<file path="config.mk">
export PLATFORM = sky130hd
export DESIGN_NAME = bullet_pool
export DESIGN_NICKNAME = d
export VERILOG_FILES = /design/src/rtl/plane_game_pkg.sv /design/src/rtl/bullet_slot.sv /design/src/rtl/bullet_pool.sv
export SDC_FILE = /design/constraint.sdc
export NUM_CORES = 1
export LEC_CHECK = 0
export CORE_MARGIN = 2
export CORE_UTILIZATION = 45
export DETAILED_ROUTE_END_ITERATION = 10
export GPL_TIMING_DRIVEN = 0
export PLACE_DENSITY_LB_ADDON = 0.2
export SLEW_MARGIN = 30
export SYNTH_ARGS = -nofsm -noshare
export SYNTH_HDL_FRONTEND = slang
export SYNTH_SLANG_ARGS = --single-unit
</file>
<file path="constraint.sdc">
create_clock -name clk -period 4.1 [get_ports clk]
set_clock_uncertainty 0.15 [all_clocks]
set_input_delay 0.82 -clock clk [delete_from_list [all_inputs] [get_ports clk]]
set_output_delay 0.82 -clock clk [all_outputs]
set_load 0.03 [all_outputs]
</file>
<file path="src/rtl/plane_game_pkg.sv">
// Shared types and screen constants for the plane, enemy, boss and bullet stages.
package plane_game_pkg;

  localparam int SCREEN_W = 640;
  localparam int SCREEN_H = 480;
  localparam int PLANE_W  = 48;

  typedef logic [9:0]  coord_t;
  typedef logic [11:0] rgb_t;

  // Row just above an object of height h at row py, clamped to the screen top.
  function automatic coord_t row_above(input coord_t py, input coord_t h);
    if (py < h) return '0;
    return py - h;
  endfunction

endpackage

</file>
<file path="src/rtl/bullet_slot.sv">
// One bullet slot: valid/position registers, upward move with top-of-screen
// retirement, and the 11-bit pixel coverage compare.
module bullet_slot
  import plane_game_pkg::*;
#(
  parameter int BULLET_W = 4,
  parameter int BULLET_H = 10,
  parameter int SPEED    = 4
) (
  input  logic   clk,
  input  logic   rst,
  input  logic   move_tick,
  input  logic   kill,
  input  logic   spawn,
  input  coord_t spawn_x,
  input  coord_t spawn_y,
  input  coord_t x,
  input  coord_t y,
  output logic   valid,
  output logic   retiring,
  output logic   hit
);

  logic   valid_reg;
  coord_t bx_reg;
  coord_t by_reg;

  assign valid    = valid_reg;
  assign retiring = valid_reg && (by_reg < coord_t'(SPEED));

  // Widened compare so a bullet at the right/bottom edge cannot wrap to 0.
  logic [10:0] x_ext, y_ext, bx_ext, by_ext;
  assign x_ext  = {1'b0, x};
  assign y_ext  = {1'b0, y};
  assign bx_ext = {1'b0, bx_reg};
  assign by_ext = {1'b0, by_reg};

  assign hit = valid_reg
            && (x_ext >= bx_ext) && (x_ext < bx_ext + 11'(BULLET_W))
            && (y_ext >= by_ext) && (y_ext < by_ext + 11'(BULLET_H));

  always_ff @(posedge clk) begin
    if (rst) begin
      valid_reg <= 1'b0;
      bx_reg    <= '0;
      by_reg    <= '0;
    end else if (kill) begin
      valid_reg <= 1'b0;
    end else if (move_tick) begin
      if (spawn) begin
        valid_reg <= 1'b1;
        bx_reg    <= spawn_x;
        by_reg    <= spawn_y;
      end else if (retiring) begin
        valid_reg <= 1'b0;
      end else if (valid_reg) begin
        by_reg <= by_reg - coord_t'(SPEED);
      end
    end
  end

endmodule

</file>
<file path="src/rtl/bullet_pool.sv">
// Player bullet pool: N_SLOTS bullet_slot instances, free-slot allocation, shot
// cooldown and registered pixel query. Define BULLET_DOUBLE_SHOT_EN for twin shots.
module bullet_pool
  import plane_game_pkg::*;
#(
  parameter int   N_SLOTS    = 8,
  parameter int   BULLET_W   = 4,
  parameter int   BULLET_H   = 10,
  parameter int   SPEED      = 4,
  parameter int   COOLDOWN   = 8,
  parameter rgb_t BULLET_RGB = 12'hFF0
) (
  input  logic               clk,
  input  logic               rst,
  input  logic               move_tick,
  input  logic               fire,
  input  coord_t             plane_x,
  input  coord_t             plane_y,
  input  coord_t             x,
  input  coord_t             y,
  input  logic               kill_valid,
  input  logic [3:0]         kill_idx,
  output logic               bullet_en,
  output rgb_t               bullet_rgb,
  output logic [3:0]         hit_idx,
  output logic [N_SLOTS-1:0] live_mask
);

  localparam int CD_W = (COOLDOWN < 1) ? 1 : $clog2(COOLDOWN + 1);

  logic [N_SLOTS-1:0] valid_vec, retiring_vec, hit_vec, spawn_vec, free_vec;
  coord_t             slot_x [N_SLOTS];
  coord_t             centre_x, spawn_y;
  logic [CD_W-1:0]    cooldown_reg;

  assign centre_x  = plane_x + coord_t'(PLANE_W / 2 - BULLET_W / 2);
  assign spawn_y   = row_above(plane_y, coord_t'(BULLET_H));
  assign free_vec  = ~valid_vec | retiring_vec;
  assign live_mask = valid_vec;

  genvar gi;
  generate
    for (gi = 0; gi < N_SLOTS; gi++) begin : g_slot
      bullet_slot #(
        .BULLET_W(BULLET_W),
        .BULLET_H(BULLET_H),
        .SPEED   (SPEED)
      ) u_slot (
        .clk      (clk),
        .rst      (rst),
        .move_tick(move_tick),
        .kill     (kill_valid && (kill_idx == 4'(gi))),
        .spawn    (spawn_vec[gi]),
        .spawn_x  (slot_x[gi]),
        .spawn_y  (spawn_y),
        .x        (x),
        .y        (y),
        .valid    (valid_vec[gi]),
        .retiring (retiring_vec[gi]),
        .hit      (hit_vec[gi])
      );
    end
  endgenerate

  // Two lowest free slots, counting slots that retire on this tick as free.
  logic       first_found, second_found, accept;
  logic [3:0] first_idx, second_idx;

  always_comb begin
    first_found  = 1'b0;
    second_found = 1'b0;
    first_idx    = '0;
    second_idx   = '0;
    for (int i = 0; i < N_SLOTS; i++) begin
      if (free_vec[i]) begin
        if (!first_found) begin
          first_found = 1'b1;
          first_idx   = 4'(i);
        end else if (!second_found) begin
          second_found = 1'b1;
          second_idx   = 4'(i);
        end
      end
    end
  end

  assign accept = move_tick && fire && (cooldown_reg == '0) && first_found;

  always_comb begin
    spawn_vec = '0;
    for (int i = 0; i < N_SLOTS; i++) begin
      slot_x[i] = centre_x;
    end
    if (accept) begin
      for (int i = 0; i < N_SLOTS; i++) begin
`ifdef BULLET_DOUBLE_SHOT_EN
        if (second_found && (4'(i) == first_idx)) begin
          spawn_vec[i] = 1'b1;
          slot_x[i]    = plane_x + 10'd8;
        end else if (second_found && (4'(i) == second_idx)) begin
          spawn_vec[i] = 1'b1;
          slot_x[i]    = plane_x + coord_t'(PLANE_W - 8 - BULLET_W);
        end else if (!second_found && (4'(i) == first_idx)) begin
          spawn_vec[i] = 1'b1;
        end
`else
        if (4'(i) == first_idx) begin
          spawn_vec[i] = 1'b1;
        end
`endif
      end
    end
  end

  always_ff @(posedge clk) begin
    if (rst) begin
      cooldown_reg <= '0;
    end else if (accept) begin
      cooldown_reg <= CD_W'(COOLDOWN);
    end else if (move_tick && (cooldown_reg != '0)) begin
      cooldown_reg <= cooldown_reg - CD_W'(1);
    end
  end

  logic       hit_any;
  logic [3:0] hit_lowest;

  always_comb begin
    hit_any    = 1'b0;
    hit_lowest = '0;
    for (int i = N_SLOTS - 1; i >= 0; i--) begin
      if (hit_vec[i]) begin
        hit_any    = 1'b1;
        hit_lowest = 4'(i);
      end
    end
  end

  always_ff @(posedge clk) begin
    if (rst) begin
      bullet_en  <= 1'b0;
      bullet_rgb <= '0;
      hit_idx    <= '0;
    end else begin
      bullet_en  <= hit_any;
      bullet_rgb <= hit_any ? BULLET_RGB : rgb_t'(0);
      hit_idx    <= hit_lowest;
    end
  end

endmodule

</file>
==> flow_summary.ini <==
[synthesis]
async_flop_share = 0
syn_avg_cell_area_sq_um = 7.86
ys.warnings.count = 0
syn-instance-count = 2195
synth_seq_cells = 176
synth_edf_count = 0
yosysSeqAreaShare = 0.204
dominantRegCellSynth = dfxtp_1
yosysUniqueCellTypes = 93
synth_area_sq_um = 17300

[route]
wl_per_cell_microns = 20.3
dr_total_vias = 16736
drtAntennaViolNets = 0
vias_per_cell = 5.96
drt_iter0_markers = 1320
drc = 0
dr.pass1.iters = 6
postRouteWirelength_microns = 57100

[critical_path]
cpLargestDelayFamily = compound AO/OA/AOI/OAI gates
crit_required_ns = 4.28
path_class = primary input to register
worstPathMaxFanout = 8
worstPathCellList = dlygate4sd2_1 -> ha_1 -> nor2b_1 -> o311ai_0 -> nand3_1 -> a221o_1 -> a22o_1 -> a221oi_1 -> nor2_1 -> a211oi_2
startpoint_type = primary input
path_buf_inv = 1
crit_arrival_ns = 4.12
critPathSlowestCell = dlygate4sd2_1
cp-end-kind = register
critPathMaxStageDelay_ns = 0.60

[layout]
syn2layout_area_growth_pct = 11.1
post-route-util = 0.508
final_common_cell = ha_1
drive_gt1_frac = 0.0697
mostFrequentLayoutCells = 332 x ha_1, 198 x nand2_1, 185 x nor2_1
nFillCells = 3705
final_nets = 2667

[clock_tree]
root_buffer = clkbuf_16
clock_latency_ns = 0.45
cts_sinks = 176
htree_levels = 4
postCtsHoldBufs = 0
clk_pin_slew_ns = 0.07
clockBufferDepth = 2
cts_tree = yes
cts_buffers = 17

[timing]
worstMarginPinSlew_ns = 0.997
rsz0062_at_grt = false
period_share = 0.959
setup_viol = 0
fmax_ghz = 0.254
setup_slack_ns = 0.166
finalWorstPathRequiredPeriod_ns = 3.93
hold_ws_ns = 0.315
hold_viol = 0
finalMaxSlewViolations = 0
maxSlewHeadroom = 0.322

[floorplan]
die_h_microns = 200
fp.dieW_microns = 200
ios = 74
dieArea_sq_um = 39900
core_sq_um = 37800
start_util = 0.457
num_rows = 71

[global_route]
grt_pass1_vias = 15712
antenna_found_initial = 0
grt_pass1_wl_microns = 87300
grt_usage = 0.286
grt_max_degree = 17
grt_remaining_overflow = 0

[placement]
port_buffers = 65
gp_congestion = 0.941
post-dp-hpwl_microns = 42600
dp_slack_ns = -0.707

[pwr]
p_per_area_nw_per_um2 = 256
ir_drop_mv = 0.309
p_leak_nw = 7.08

[worst_hold_path]
hp-class = register to register

[status]
outcome = finished, final reports clean

[flow_run]
cap_viol_max_count = 0
## area by class of cell
class	count	area, sq um	share of cell area
buffer	79	452	0.0236
clock inverter	12	136	0.00711
inverter	186	706	0.0368
timing repair buffer	69	614	0.0320
antenna	1	2.50	0.000131
tap	511	639	0.0334
multi-input combinational	1757	12700	0.661
sequential	176	3520	0.184
clock buffer	18	429	0.0224
## cell families after synthesis
family / after synthesis / synth area share
AO/OA/AOI/OAI: 604 / 0.229
XOR/XNOR: 121 / 0.0614
adder cells (fa/ha/maj): 332 / 0.241
buffers and inverters: 266 / 0.0667
flip-flops: 176 / 0.204
multiplexers: 9 / 0.00522
other: 1 / 0.000217
AND/OR/NAND/NOR: 686 / 0.193
## layer usage
layer / global-route usage / share of wire
met5: 0 / 0
met4: 0.105 / 0.036
met3: 0.0465 / 0.062
met2: 0.475 / 0.45
met1: 0.375 / 0.45
## metrics by stage
stage	setup TNS (ns)	cell area (sq um)	std cells	total power, W
detailed placement	-2.35	18500	2777	0.00325
CTS	0	19100	2808	0.00490
global route	0	19200	2808	0.00517
global placement	-3.81	18600	2775	0.00320
floorplan	0	17300	2199	0.00276
finish	0	19200	2809	0.00491
## worst register-to-register path, delay by kind of cell, from the launching register on
family	cells	cell delay [ns]
AOI/OAI and AO/OA	5	0.93
adders and majority gates	2	0.51
xor gates and xnor gates	1	0.15
DFF	1	0.41
and+or+nand+nor	5	1.61
## report_power, final
group          internal (W)  switching [W]  leakage (nW)
Sequential          0.00178      0.0000771          1.42
Clock              0.000896       0.000771         0.269
Combinational      0.000514       0.000878          5.39
Total               0.00319        0.00173          7.08
## timing repair
item / in CTS / in global routing
resized for setup: 6 / 5
setup buffers: 2 / 0
setup endpoints to repair: 4 / 4
## path summary, 6_finish.rpt
kind | start | end | slack [ns] | cells after the start
max reg2reg | g_slot[5].u_slot.bx_reg[2]$_SDFFE_PP0P_ | hit_idx[2]$_SDFF_PP0_ | 0.18 | 13
min | g_slot[4].u_slot.by_reg[0]$_SDFFE_PP0P_ | g_slot[4].u_slot.by_reg[0]$_SDFFE_PP0P_ | 0.32 | 2
min reg2reg | g_slot[4].u_slot.by_reg[0]$_SDFFE_PP0P_ | g_slot[4].u_slot.by_reg[0]$_SDFFE_PP0P_ | 0.32 | 2
max | x[1] | hit_idx[1]$_SDFF_PP0_ | 0.17 | 10
## cell usage after synthesis, types with 20 or more instances
master	instances	area, sq um
nor3_1	68	340
a22oi_1	21	158
nand2_1	198	743
a211oi_1	67	503
xnor2_1	105	920
nand2b_1	29	181
dfxtp_1	176	3520
o21ai_0	130	651
o22ai_1	20	125
nand3_1	75	375
clkbuf_1	36	135
a21oi_1	179	896
inv_1	184	691
nor2_1	186	698
buf_4	29	218
ha_1	332	4150
Note: power is estimated with default switching activity, not from simulation.
